File: config.mk
export PLATFORM = sky130hd
export DESIGN_NAME = boot_loader
export DESIGN_NICKNAME = d
export VERILOG_FILES = /design/src/rtl/boot_loader.sv
export SDC_FILE = /design/constraint.sdc
export NUM_CORES = 1
export LEC_CHECK = 0
export CORE_UTILIZATION = 46
export DETAILED_ROUTE_END_ITERATION = 10
export PLACE_DENSITY = 0.76
export SLEW_MARGIN = 5
export SYNTH_ARGS = -nofsm -noshare
export SYNTH_HDL_FRONTEND = slang
export SYNTH_SLANG_ARGS = --single-unit
File: constraint.sdc
create_clock -name clk -period 4.6 [get_ports clk]
set_input_delay 0.69 -clock clk [delete_from_list [all_inputs] [get_ports clk]]
set_output_delay 0.69 -clock clk [all_outputs]
set_load 0.01 [all_outputs]
File: src/rtl/boot_loader.sv
// Byte-stream program loader: writes a counted, checksummed image into memory
// and holds the CPU in reset until the image is verified.
// Ports: clk, reset (async, active-high)
//   rx_valid/rx_data/rx_ready : inbound byte stream
//   mem_addr/mem_wd/mem_wr    : memory write port
//   cpu_reset, done, error    : load status
module boot_loader #(
  parameter logic [31:0] BASE_ADDR = 32'h0000_0000,
  parameter int unsigned MAX_WORDS = 64
) (
  input  logic        clk,
  input  logic        reset,
  input  logic        rx_valid,
  input  logic [7:0]  rx_data,
  output logic        rx_ready,
  output logic [31:0] mem_addr,
  output logic [31:0] mem_wd,
  output logic        mem_wr,
  output logic        cpu_reset,
  output logic        done,
  output logic        error
);

  typedef enum logic [2:0] {
    S_COUNT,
    S_DATA,
    S_WRITE,
    S_CSUM,
    S_DONE,
    S_ERR
  } state_t;

  state_t      state_q, state_d;
  logic [31:0] n_q, n_d;
  logic [1:0]  bcnt_q, bcnt_d;
  logic [31:0] word_q, word_d;
  logic [7:0]  csum_q, csum_d;
  logic [31:0] idx_q, idx_d;
  logic [31:0] idx_nx;
  logic        accept;

  always_ff @(posedge clk or posedge reset) begin
    if (reset) begin
      state_q <= S_COUNT;
      n_q     <= '0;
      bcnt_q  <= '0;
      word_q  <= '0;
      csum_q  <= '0;
      idx_q   <= '0;
    end else begin
      state_q <= state_d;
      n_q     <= n_d;
      bcnt_q  <= bcnt_d;
      word_q  <= word_d;
      csum_q  <= csum_d;
      idx_q   <= idx_d;
    end
  end

  // Outputs depend on state only, so rx_ready never sees rx_valid.
  assign rx_ready  = (state_q == S_COUNT) ||
                     (state_q == S_DATA)  ||
                     (state_q == S_CSUM);
  assign mem_wr    = (state_q == S_WRITE);
  assign done      = (state_q == S_DONE);
  assign error     = (state_q == S_ERR);
  assign cpu_reset = (state_q != S_DONE);
  assign mem_addr  = BASE_ADDR + (idx_q << 2);
  assign mem_wd    = word_q;

  assign accept = rx_valid && rx_ready;
  assign idx_nx = idx_q + 32'd1;

  always_comb begin
    state_d = state_q;
    n_d     = n_q;
    bcnt_d  = bcnt_q;
    word_d  = word_q;
    csum_d  = csum_q;
    idx_d   = idx_q;
    unique case (state_q)
      S_COUNT: begin
        if (accept) begin
          n_d    = {n_q[23:0], rx_data};
          bcnt_d = bcnt_q + 2'd1;
          if (bcnt_q == 2'd3) begin
            if (n_d > 32'(MAX_WORDS))
              state_d = S_ERR;
            else if (n_d == 32'd0)
              state_d = S_CSUM;
            else
              state_d = S_DATA;
          end
        end
      end
      S_DATA: begin
        if (accept) begin
          word_d = {word_q[23:0], rx_data};
          csum_d = csum_q ^ rx_data;
          bcnt_d = bcnt_q + 2'd1;
          if (bcnt_q == 2'd3)
            state_d = S_WRITE;
        end
      end
      S_WRITE: begin
        idx_d   = idx_nx;
        state_d = (idx_nx == n_q) ? S_CSUM : S_DATA;
      end
      S_CSUM: begin
        if (accept)
          state_d = (rx_data == csum_q) ? S_DONE : S_ERR;
      end
      S_DONE: state_d = S_DONE;
      S_ERR:  state_d = S_ERR;
      default: state_d = S_ERR;
    endcase
  end

endmodule

### Yosys cells after proc, flatten, opt, wreduce, memory -nomap -nowiden

Index checks and enable logic that the tools add are counted.

* add/sub/neg operators: 2
* order comparisons: 1
* eq/ne operators: 14
* multiplexer cells: 10
* bitwise gates (word level): 1
* reduce and logical (&&, ||, !) cells: 10

Operators with widths (number)
* $add A32 B1 Y32 const B: 1
* $eq A32 B32 Y1: 1
* $gt A32 B7 Y1 const B: 1
* $logic_not A32 Y1: 1
* $mux W3: 6
* $pmux W3 S5: 1
* $eq A8 B8 Y1: 1
* $xor A8 B8 Y8: 1
* $eq A3 B2 Y1 const B: 2
* $eq A3 B3 Y1 const B: 2
* $ne A2 B2 Y1 const B: 3
* $reduce_and A2 Y1: 3
* $reduce_and A5 Y1: 1
* $mux W2: 2
* $ne A2 B1 Y1 const B: 2
* $eq A3 B1 Y1 const B: 1
* $logic_not A3 Y1: 1
* $ne A3 B3 Y1 const B: 1
* $add A2 B1 Y2 const B: 1
* $eq A2 B2 Y1 const B: 1
* $logic_or A1 B1 Y1: 2
* $reduce_or A2 Y1: 1
* $logic_and A1 B1 Y1: 1
* $mux W1: 1

* bits in registers: 109
* input bits: 11
* output and inout bits: 69
* word-level logic and storage cells: 44

### Logic depth before layout (Yosys ltp)

* word-level depth: 6
* mapped depth: 9
* gate-level depth less buffers: 8

### Least setup slack after synthesis

No wires, ideal clock.

* path kind: register -> register
* start point: reg idx_q[1]
* end point: reg state_q[1]
* setup time: 104 ps
* arrival: 2443 ps
* data required time: 4496 ps
* setup slack: 2053 ps
* stages on the path, launching flop included: 10
* buffers on the path: 1
* period minus slack after synthesis: 2547 ps
* path through: dfrtp_1 ha_1 buf_2 nand3_2 or2_4 or4_4 mux2_4 mux2i_1 a21oi_1 o41ai_2

* cells in the longest elaborated chain, start to end: 4

RTL lines
* from (decl): RTL line 38 `logic [31:0] idx_q, idx_d;`
* from (signal assigned): RTL line 56 `idx_q <= idx_d;`
* $add A32 B1 Y32: RTL line 72 `assign idx_nx = idx_q + 32'd1;`
* $eq A32 B32 Y1: RTL line 107 `state_d = (idx_nx == n_q) ? S_CSUM : S_DATA;`
* $mux W2: RTL line 107
* $pmux W3 S5: RTL line 81 `unique case (state_q)`
* to (signal assigned): RTL line 51 `state_q <= state_d;`
* to (decl): RTL line 33 `state_t state_q, state_d;`

Every way passes these cells.
A chain may end at the register's enable or synchronous reset.

### Worst setup path after layout

* start point: reg state_q[0]
* end point: out mem_wr

* cells in the longest elaborated chain, start to end: 1

RTL lines
* $eq A3 B2 Y1: RTL line 64 `assign mem_wr = (state_q == S_WRITE);`
* to (decl): RTL line 18 `output logic mem_wr,`

Every way passes these cells.

==> flow_summary.toml <==
[finish]
final-seq-area_um2 = 2730
final_nets = 645
multi_input_area_um2 = 2760
finish.instance_area_um2 = 6820
layout-drive-gt1-share = 0.102
area_delta_synth_final_pct = 15.6
n_antenna_cell = 0
nFillCells = 1115
final_util = 0.543

[clock_tree]
clkTransAtPathRegs_ns = 0.08
htree_num_levels = 3
cts_tree = "built"
cts.sinks = 109
post_cts_buffers = 0
clk_latency_ns = 0.36
cts_resized = 0
cts_hold_buf = 0
cts_buffers = 9
clk_path_buf_depth = 2
cts_root_buf = "clkbuf_16"

[worst_setup_path]
crit_chain = "inv_1 > nand3b_1 > inv_1 > clkdlybuf4s50_1"
critPathRequiredTime_ns = 3.91
crit_arrival_ns = 2.42
critPathKind = "reg2out"
startpoint_type = "flop"
critPathMostFrequentCell = "inv_1"
path_max_fanout = 13
worst_path_largest_cell_delay_ns = 0.63
cp-end-kind = "primary output"
slowest_stage = "clkdlybuf4s50_1"

[die]
fp.dieH_um = 115
initial_utilization = 0.470
std_cell_rows = 41
ios = 80
die-area_um2 = 13300
die_x_um = 115
core_um2 = 12600

[sta]
rsz0062_at_grt = "false"
tightest_slew_ns = 1.08
setup_violations = 0
hold_viol = 0
slew_viol_final = 0
maxSlewHeadroom = 0.281
fin_tns_setup_ns = 0
period_share = 0.675
fin_worst_skew_ns = 0.0144
max_freq_ghz = 0.322
fin_crit_ns = 3.11

[yosys]
ys_seq_area_frac = 0.462
ys_warn_count = 0
synth_seq_cells = 109
yosysTopAreaCellShare = 0.462
yosysTopAreaCell = "dfrtp_1"
avgSynthCellArea_um2 = 9.79
synthesis.instances = 603
synthTopCellsByCount = "128 x nand2_1, 109 x dfrtp_1, 55 x xnor2_1"
syn_area_um2 = 5900
postSynth.asyncResetShare = 1.00
synth-edff-count = 0
ys.flop_type = "dfrtp_1"
yosysMostFrequentCell = "nand2_1"
synth.area.top_cells = "dfrtp_1 46%, xnor2_1 8.2%, nand2_1 8.1%"
ys_types = 56

[grt]
grt_overflow = 0
grt_pass1_vias = 4373
antenna_found_initial = 0
grt_max_degree = 83
grt_usage = 0.225
grt_pass1_wl_mm = 22.9

[detailed_routing]
drt_first_iter_violations = 256
via_count = 4320
route.detailed.drc = 0
drt-total-wl_mm = 13.8
wl_per_cell_um = 17.0
dr.pass1.iters = 4
ant_nets = 0
vias_per_cell = 5.34

[power]
total_power_uw = 3360
peakVddDrop_mv = 0.341
pwr_density_cell_nw_per_um2 = 493
leakage_uw = 0.00306

[place]
gp_congestion = 0.923
place_hpwl_mm = 10.0
dpl_cell_area_um2 = 6530
portBuffers = 77

[outcome]
status = "finished, final reports clean"

[min_path]
holdCritPathClass = "reg2reg"

[flow_run]
drv_cap = 0
## layer usage
layer  up-vias  wire (um)  part of all wire  GRT usage
met5         -          0                 0          0
met4         0        286             0.021     0.0857
met3        23        742             0.054     0.0527
met2       125       6410              0.47      0.357
met1      2111       6340              0.46      0.298
li1       2061          -                 -          -
## layout make-up
| class | count | area share |
|---|---|---|
| Clock inverter | 6 | 0.00935 |
| Clock buffer | 10 | 0.0336 |
| Tap cell | 172 | 0.0315 |
| Timing Repair Buffer | 80 | 0.116 |
| Inverter | 8 | 0.00477 |
| Sequential cell | 109 | 0.400 |
| Multi-Input combinational cell | 424 | 0.405 |
## worst max-delay path: cells and delay by family (launching register included)
kind	cells	cell delay [ns]
AND/OR/NAND/NOR	1	0.32
buffers and inverters	3	1.29
flip-flops	1	0.45
## kinds of logic (layout without fill, tap and decap cells)
group,Yosys count,in the layout,share of synthesized area
xor gates and xnor gates,92,92,0.136
other,1,2,0.000635
adders and majority gates,2,2,0.00424
and+or+nand+nor,252,252,0.206
muxes,39,39,0.0740
buffers and inverters,71,104,0.0727
AOI/OAI and AO/OA,37,37,0.0439
DFF,109,109,0.462
## power by group
part | total [uW] | internal (uW) | switching [uW]
Combinational | 1060 | 577 | 487
Clock | 770 | 383 | 386
Sequential | 1530 | 1230 | 305
## worst paths after layout
path,slack (ns),cells after the start,startpoint,end
max in group asynchronous,2.78,3,reset,idx_q[19]
worst min-delay path,0.49,1,bcnt_q[0],bcnt_q[0]
min in group asynchronous,0.90,2,reset,n_q[11]
worst min register to register,0.49,1,bcnt_q[0],bcnt_q[0]
worst max-delay path,1.49,4,state_q[0],mem_wr
worst max register to register,1.56,7,idx_q[4],state_q[1]
## state kept, by name (all words and copies together) (netlist names)
register  cells
csum_q        8
mem_wd       32
state_q       3
idx_q        32
bcnt_q        2
n_q          32
## cell usage in the layout (no fill, tap or decap), types with 3 or more instances in the layout
cell             instances
buf_4                    3
a31oi_1                  3
xor2_1                  37
nor3_1                  12
mux2_2                  33
xnor2_1                 55
or3_1                    3
a21oi_1                 10
nand4_1                 18
o21ai_0                  7
nand2_1                128
and4_1                   3
clkbuf_16                9
nand2b_1                 3
dfrtp_1                109
nor2_1                  27
inv_1                    7
nor2b_1                  3
nand3_1                 21
and3_1                   5
clkdlybuf4s50_1         77
nor4_1                  12
mux2i_1                  5
## through the flow
step / worst slack [ns] / std cells / hold WS [ns]
3_5_place_dp: 1.63 / 793 / 0.470
3_3_place_gp: 1.64 / 793 / 0.459
4_1_cts: 1.51 / 809 / 0.482
6_report: 1.49 / 809 / 0.485
2_1_floorplan: 1.04 / 604 / 0.448
5_1_grt: 1.33 / 809 / 0.501
Note: power is estimated with default switching activity, not from simulation.
